===== src/rtl/alu_arbiter.sv =====
// -----------------------------------------------------------------------------
// alu_arbiter
//
// Shares one combinational ALU between two requesters. An operation is taken
// from one requester at a time (round-robin on ties). Its opcode and operands
// are registered onto the ALU inputs, and the ALU result and flags are captured
// one cycle later. They are returned with the requester ID on a response
// channel.
//
// Ports
//   clk, rst_n                  clock, asynchronous active-low reset
//   reqN_valid/ready            request handshake, N = 0,1
//   reqN_op, reqN_a, reqN_b     opcode and operands of requester N
//   alu_op, alu_a, alu_b        registered opcode/operands driven to the ALU
//   alu_out, alu_*              ALU result and flags
//   rsp_valid/ready             response handshake
//   rsp_id, rsp_out, rsp_flags  requester ID, result,
//                               flags {odd_parity, negative, carry, overflow, zero}
//   busy                        high while in EXEC or RESP
//   op_count                    completed responses (wraps)
//   dbg_state                   FSM state (0 IDLE, 1 EXEC, 2 RESP)
//
// Handshake semantics (both channels): a transfer happens on a rising clock
// edge where valid and ready are both high. A producer keeps valid and its
// payload stable until that edge. reqN_ready is high only in IDLE, only for the
// granted requester, and only while that requester's valid is high.
// rsp_valid stays high with a stable payload until rsp_ready is seen.
// -----------------------------------------------------------------------------
module alu_arbiter #(
    parameter int WIDTH = 32
) (
    input  logic             clk,
    input  logic             rst_n,
    input  logic             req0_valid,
    output logic             req0_ready,
    input  logic [3:0]       req0_op,
    input  logic [WIDTH-1:0] req0_a,
    input  logic [WIDTH-1:0] req0_b,
    input  logic             req1_valid,
    output logic             req1_ready,
    input  logic [3:0]       req1_op,
    input  logic [WIDTH-1:0] req1_a,
    input  logic [WIDTH-1:0] req1_b,
    output logic [3:0]       alu_op,
    output logic [WIDTH-1:0] alu_a,
    output logic [WIDTH-1:0] alu_b,
    input  logic [WIDTH-1:0] alu_out,
    input  logic             alu_zero,
    input  logic             alu_overflow,
    input  logic             alu_carry,
    input  logic             alu_negative,
    input  logic             alu_odd_parity,
    output logic             rsp_valid,
    input  logic             rsp_ready,
    output logic             rsp_id,
    output logic [WIDTH-1:0] rsp_out,
    output logic [4:0]       rsp_flags,
    output logic             busy,
    output logic [15:0]      op_count,
    output logic [1:0]       dbg_state
);

    typedef enum logic [1:0] {
        S_IDLE = 2'd0,
        S_EXEC = 2'd1,
        S_RESP = 2'd2
    } state_t;

    state_t state;
    logic   last_grant;
    logic   grant;
    logic   accept;

    // Only one valid: that requester wins. Both valid: the one not served last.
    always_comb begin
        grant = req1_valid;
        if (req0_valid && req1_valid) begin
            grant = ~last_grant;
        end
    end

    // rst_n is included so that no ready is shown while reset is held, even
    // when a requester already has valid high.
    assign accept     = (state == S_IDLE) && (req0_valid || req1_valid) && rst_n;
    assign req0_ready = accept && !grant;
    assign req1_ready = accept && grant;
    assign dbg_state  = state;

    always_ff @(posedge clk or negedge rst_n) begin
        if (!rst_n) begin
            state      <= S_IDLE;
            last_grant <= 1'b1;
            alu_op     <= '0;
            alu_a      <= '0;
            alu_b      <= '0;
            rsp_valid  <= 1'b0;
            rsp_id     <= 1'b0;
            rsp_out    <= '0;
            rsp_flags  <= '0;
            busy       <= 1'b0;
            op_count   <= '0;
        end else begin
            case (state)
                S_IDLE: begin
                    if (accept) begin
                        alu_op     <= grant ? req1_op : req0_op;
                        alu_a      <= grant ? req1_a  : req0_a;
                        alu_b      <= grant ? req1_b  : req0_b;
                        rsp_id     <= grant;
                        last_grant <= grant;
                        busy       <= 1'b1;
                        state      <= S_EXEC;
                    end
                end
                S_EXEC: begin
                    // ALU inputs have been stable for a full cycle; take the result.
                    rsp_out   <= alu_out;
                    rsp_flags <= {alu_odd_parity, alu_negative, alu_carry,
                                  alu_overflow, alu_zero};
                    rsp_valid <= 1'b1;
                    state     <= S_RESP;
                end
                S_RESP: begin
                    if (rsp_ready) begin
                        rsp_valid <= 1'b0;
                        busy      <= 1'b0;
                        op_count  <= op_count + 16'd1;
                        state     <= S_IDLE;
                    end
                end
                default: begin
                    state <= S_IDLE;
                end
            endcase
        end
    end

endmodule


===== config.mk =====
export PLATFORM = sky130hd
export DESIGN_NAME = alu_arbiter
export DESIGN_NICKNAME = d
export VERILOG_FILES = /design/src/rtl/alu_arbiter.sv
export SDC_FILE = /design/constraint.sdc
export NUM_CORES = 1
export LEC_CHECK = 0
export ABC_CLOCK_PERIOD_IN_PS = 2280
export BUFFER_PORTS_ARGS = -buffer_cell sky130_fd_sc_hd__buf_4
export CORE_AREA = 2 2 91 159
export CTS_CLUSTER_DIAMETER = 100
export DETAILED_ROUTE_END_ITERATION = 8
export DIE_AREA = 0 0 93 161
export GPL_ROUTABILITY_DRIVEN = 0
export PLACE_DENSITY_LB_ADDON = 0.3
export SYNTH_ARGS = -nofsm -noshare
export SYNTH_HDL_FRONTEND = slang
export SYNTH_SLANG_ARGS = --single-unit

===== constraint.sdc =====
create_clock -name clk -period 2.28 [get_ports clk]
set_clock_uncertainty 0.2 [all_clocks]
set_input_delay 0.114 -clock clk [delete_from_list [all_inputs] [get_ports clk]]
set_output_delay 0.114 -clock clk [all_outputs]
set_load 0.01 [all_outputs]

# After elaboration in Yosys (flattened, before gate mapping)
# Cells that the tools add are included.
[word_totals]
reg_bits = 127
input_bits = 178
out_inout_bits = 128
word_cells = 43
[classes]
addsub = 1
n_eq_ne = 4
n_mux = 11
bitwise_logic = 1
n_reduce_logical = 15
[ops]
columns = ["op", "n"]
rows = [
  ["32-bit two-way mux", 2],
  ["16-bit by 1-bit adder with 16-bit output (second input constant)", 1],
  ["2-bit AND reduction", 4],
  ["2-bit one-hot mux with 3 select lines", 1],
  ["1-bit logical AND", 5],
  ["2-bit two-way mux", 2],
  ["4-bit two-way mux", 1],
  ["2-bit inequality test (second input constant)", 2],
  ["1-bit one-hot mux with 2 select lines", 2],
  ["2-bit nonzero test", 2],
  ["1-bit two-way mux", 3],
  ["3-bit AND reduction", 1],
  ["2-bit by 1-bit == test with 1-bit output (second input constant)", 1],
  ["2-bit == test (second input constant)", 1],
  ["2-bit logical NOT", 1],
  ["1-bit logical NOT", 1],
  ["1-bit logical OR", 1],
  ["1-bit inverter", 1],
]

# Logic depth before layout (Yosys ltp)
[depth]
word_depth = 5
ltp_mapped = 6
depth_no_buf = 5

# Worst setup path after synthesis
# No wires, ideal clock.
[synth_path]
kind = "reg2reg"
startpoint = "register last_grant"
endpoint = "register rsp_id"
setup_ps = 118
arrival_time_ps = 1355
slack_ps = 607
stages_incl_launch_ff = 7
path_buffers = 2
period_less_slack_ps = 1673
path_cell_list = "dfstp_2 > nand2_1 > nand2_1 > buf_4 > buf_4 > nor2_1 > a21o_1"
[synth_via]
elab_chain_cells = 2
[synth_lines]
columns = ["element", "line_no", "rtl"]
rows = [
  ["from (decl)", "70", "logic last_grant;"],
  ["from (signal assigned)", "110", "last_grant <= grant;"],
  ["1-bit inverter", "78", "grant = ~last_grant;"],
  ["1-bit two-way mux", "77", "if (req0_valid && req1_valid) begin"],
  ["to (signal assigned)", "109", "rsp_id <= grant;"],
  ["to (decl)", "55", "output logic rsp_id,"],
]
# No other way between the ends.
# A chain may end at the register's enable or synchronous reset.

# Final worst setup path
[layout_path]
startpoint = "register last_grant"
endpoint = "register alu_b[15]"
[layout_via]
elab_chain_cells = 3
[layout_lines]
columns = ["element", "line_no", "rtl"]
rows = [
  ["1-bit inverter", "78", ""],
  ["1-bit two-way mux", "77", ""],
  ["32-bit two-way mux", "108", "alu_b <= grant ? req1_b : req0_b;"],
  ["to (signal assigned)", "108", ""],
  ["to (decl)", "46", "output logic [WIDTH-1:0] alu_b,"],
]
# No other way between the ends.

==> flow_summary_export.csv <==
group,metric,value,unit
outcome,status,"finished, final reports clean",
power,pwr-share-seq,36.1,%
final_layout,seq_area,0.003179,sq mm
power,p_sw,3.474,mW
final_layout,drive_above_1_share,41.62,%
clocking,cts.htree.levels,4,
global_route,grt_start_max_net_pins,128,
timing,fin_crit_sh,97.95,%
logic_synthesis,syn_avg_cell_area,11.97,sq um
power,power.leakage,5.175,nW
clocking,clkSinkCount,127,
logic_synthesis,synth-compound-area-share,6.961,%
drt,drtPass1Iterations,4,
logic_synthesis,yosysSeqAreaShare,58.77,%
drt,drtIter0Drc,178,
timing,hold_viol_final,0,
critical_path,critPathLaunchType,"flip-flop",
logic_synthesis,ys_seq_elements,127,
critical_path,path_max_fanout,17,
die,floorplan.rows,57,
global_route,globalRouteOverflowTotal,0,
drt,vias,5597,
logic_synthesis,synth.mux.area_fraction,20.28,%
placement,dp_hpwl,11.98,mm
critical_path,cp.required,2.35,ns
logic_synthesis,synth_top_area_share,58.28,%
timing,setup_violations,0,
timing,max_slew_margin,55.17,%
power,power_frac_comb,39.1,%
power,p_int,6.950,mW
logic_synthesis,synthAdderAreaFrac,0.2313,%
critical_path,endpoint_kind,"flip-flop",
timing,drv_slew,0,
drt,drtAntennaViolNets,0,
drt,drc,0,
drt,wl_per_cell,18.05,microns
global_route,grt_pass1_vias,6194,
logic_synthesis,synth-simple-area-share,8.603,%
placement,post_dp_cell_area,0.007926,sq mm
placement,portBuffers,305,
logic_synthesis,synth_area_leaders,"dfrtp_1 (58%), mux2i_1 (13%), mux2_2 (7.7%), o21ai_0 (6.3%), nand2_1 (5.6%)",
clocking,cts_made_buffers,17,
critical_path,path_class,"reg -> reg",
global_route,grt_pass1_wl,31.68,mm
final_layout,nFillCells,817,
timing,rsz0062_at_grt,"no",
timing,worst_slew_pin_slew,0.6725,ns
hold_path,min_path_type,"in -> reg",
final_layout,final_area,0.01027,sq mm
drt,drt-total-wl,20.36,mm
clocking,root_buffer,"clkbuf_16",
timing,fmax,447.8,MHz
critical_path,critical_path_arrival,2.31,ns
critical_path,cp_num_buf_inv,2,
die,dieArea,0.01497,sq mm
logic_synthesis,synth_top_family_by_area,"multiplexers",
global_route,grtUsageTotal,27.51,%
die,core-area,0.01369,sq mm
logic_synthesis,synth_cells,452,
clocking,cts_tree,"done",
logic_synthesis,synth.distinct_cells,30,
final_layout,fin_nets,1115,
global_route,antenna_found_initial,2,
critical_path,path_cells,"nand2_1 -> nand2_8 -> buf_4 -> mux2i_1 -> dlygate4sd3_1 -> o21ai_0",
logic_synthesis,netlist_area,0.005410,sq mm
power,powerDensity,1015,mW/mm^2
die,start_util,39.51,%
die,pin_count,306,
power,switching_share,33.33,%
logic_synthesis,yosysWarnings,0,
final_layout,syn2layout_area_growth,89.82,%
logic_synthesis,synth_top_area_cell,"dfrtp_1",
clocking,insertion_delay,0.40,ns
critical_path,cpPeakStageDelay,0.57,ns
clocking,path_clk_slew,0.06,ns
timing,min_period,2.233,ns
critical_path,crit_slowest_cell,"dlygate4sd3_1",
logic_synthesis,synthesis.nets,631,
logic_synthesis,yosys.area_share.xor_xnor,2.428,%
drt,via_per_inst,4.962,
power,vdd.ir_drop.worst,0.5561,mV
clocking,clock_path_buffers,2,
timing,finalSetupTns,0,ns
die,die_w,93,microns
final_layout,multi_input_area,0.002102,sq mm
die,chipHeight,161,microns
power,p_clk_share,24.7,%
run,maxCapViolCount,0,
critical_path,cpLargestDelayFamily,"buffers and inverters",
synthesized netlist by cell type:
library cell,count
and2b_2,1
mux2i_1,68
nor4_4,1
ha_1,1
clkbuf_1,6
nand3b_4,1
a21o_2,1
nand2_1,80
nand4_1,2
inv_1,2
buf_6,2
mux2_2,37
a21o_1,2
nand3_1,5
buf_4,2
buf_2,16
dfrtp_1,126
and3b_2,1
nor3_1,1
nor3b_1,1
nor2_1,4
xor2_1,4
o211ai_1,1
and3_1,3
or2_2,2
and4_1,1
xnor2_1,11
dfstp_2,1
o21ai_0,68
a21oi_1,1
cell families (layout without fill, tap and decap cells):
kind of cell / count (synthesis) / in the layout
AO/OA/AOI/OAI: 73 / 73
AND/OR/NAND/NOR: 103 / 103
buffers and inverters: 28 / 525
adder cells (fa/ha/maj): 1 / 1
XOR/XNOR: 15 / 15
multiplexers: 105 / 105
flip-flops: 127 / 127
other: 0 / 2
power by group through the flow:
stage | registers (mW) | logic, mW | clock network (mW)
4_1_cts | 3.73 | 3.97 | 2.62
3_3_place_gp | 3.70 | 3.62 | 0
6_report | 3.77 | 4.08 | 2.58
5_1_grt | 3.88 | 4.35 | 2.72
2_1_floorplan | 4.12 | 1.15 | 0
3_5_place_dp | 3.75 | 3.70 | 0
registers in the layout, summed over array words and instances, names as in the netlist:
register    flops
alu_a          32
alu_b          32
rsp_out        32
op_count       16
rsp_flags       5
alu_op          4
dbg_state       2
busy            1
last_grant      1
rsp_id          1
rsp_valid       1
cells in the final DEF, fill, tap and decap left out, types with 2 or more instances in the layout:
cell / synthesis / final
a21o_1: 2 / 2
and3_1: 3 / 3
buf_12: 0 / 5
buf_4: 2 / 311
clkbuf_16: 0 / 17
clkbuf_8: 0 / 2
clkinv_2: 0 / 4
clkinv_4: 0 / 3
clkinvlp_4: 0 / 4
dfrtp_1: 126 / 126
diode_2: 0 / 2
dlygate4sd3_1: 0 / 175
inv_1: 2 / 2
mux2_2: 37 / 37
mux2i_1: 68 / 68
nand2_1: 80 / 79
nand3_1: 5 / 5
nand4_1: 2 / 2
nor2_1: 4 / 3
o21ai_0: 68 / 68
or2_2: 2 / 2
xnor2_1: 11 / 11
xor2_1: 4 / 4
stage by stage:
step                setup slack [ns]  utilization, %  total power [mW]  cells  hold WS, ns
global placement              0.4692           57.89             7.327    918      0.09420
detailed placement            0.4094           57.89             7.454    918       0.1095
CTS                          0.01795           74.88             10.32   1126      0.07493
finish                       0.04676           75.00             10.42   1128      0.08663
global route                0.007937           75.00             10.95   1128       0.1054
floorplan                     0.6065               -             5.270    452      -0.3816
worst paths after layout:
check | start | to | slack, ns | depth (start not counted)
max | last_grant | alu_b[15] | 0.05 | 6
min | req0_valid | last_grant | 0.09 | 4
max reg2reg | last_grant | alu_b[15] | 0.05 | 6
min reg2reg | busy | busy | 0.28 | 2
max in group asynchronous | rst_n | alu_a[28] | 1.19 | 3
min in group asynchronous | rst_n | alu_b[18] | 0.19 | 3
area by class of cell:
| class | count | area share [%] |
|---|---|---|
| Antenna cell | 2 | 0.04873 |
| Clock buffer | 19 | 4.410 |
| Clock inverter | 13 | 1.121 |
| Inverter | 2 | 0.07310 |
| Multi-Input combinational cell | 297 | 20.47 |
| Sequential cell | 127 | 30.96 |
| Tap cell | 177 | 2.156 |
| Timing Repair Buffer | 491 | 40.77 |
timing repair:
action	CTS	global route
setup endpoints to repair	1	2
hold buffers	175	0
hold endpoints to repair	236	0
setup buffers	1	0
gates resized for setup	0	2
pin swaps	1	1
worst reg2reg max path, stage by stage, from the launching register on:
cell and delay (ns):
dfstp_2 0.52, nand2_1 0.14, nand2_8 0.21, buf_4 0.21
mux2i_1 0.18, dlygate4sd3_1 0.57, o21ai_0 0.07
layer usage:
metal  global-route usage, %  routed length (microns)  share of wire (%)
met5                       0                        0                  0
met4                   16.98                     1209                5.9
met3                   6.110                     1032                5.1
met2                   49.64                    11230                 55
met1                   28.26                     6886                 34
No activity file was read; power rests on OpenSTA's default activity.
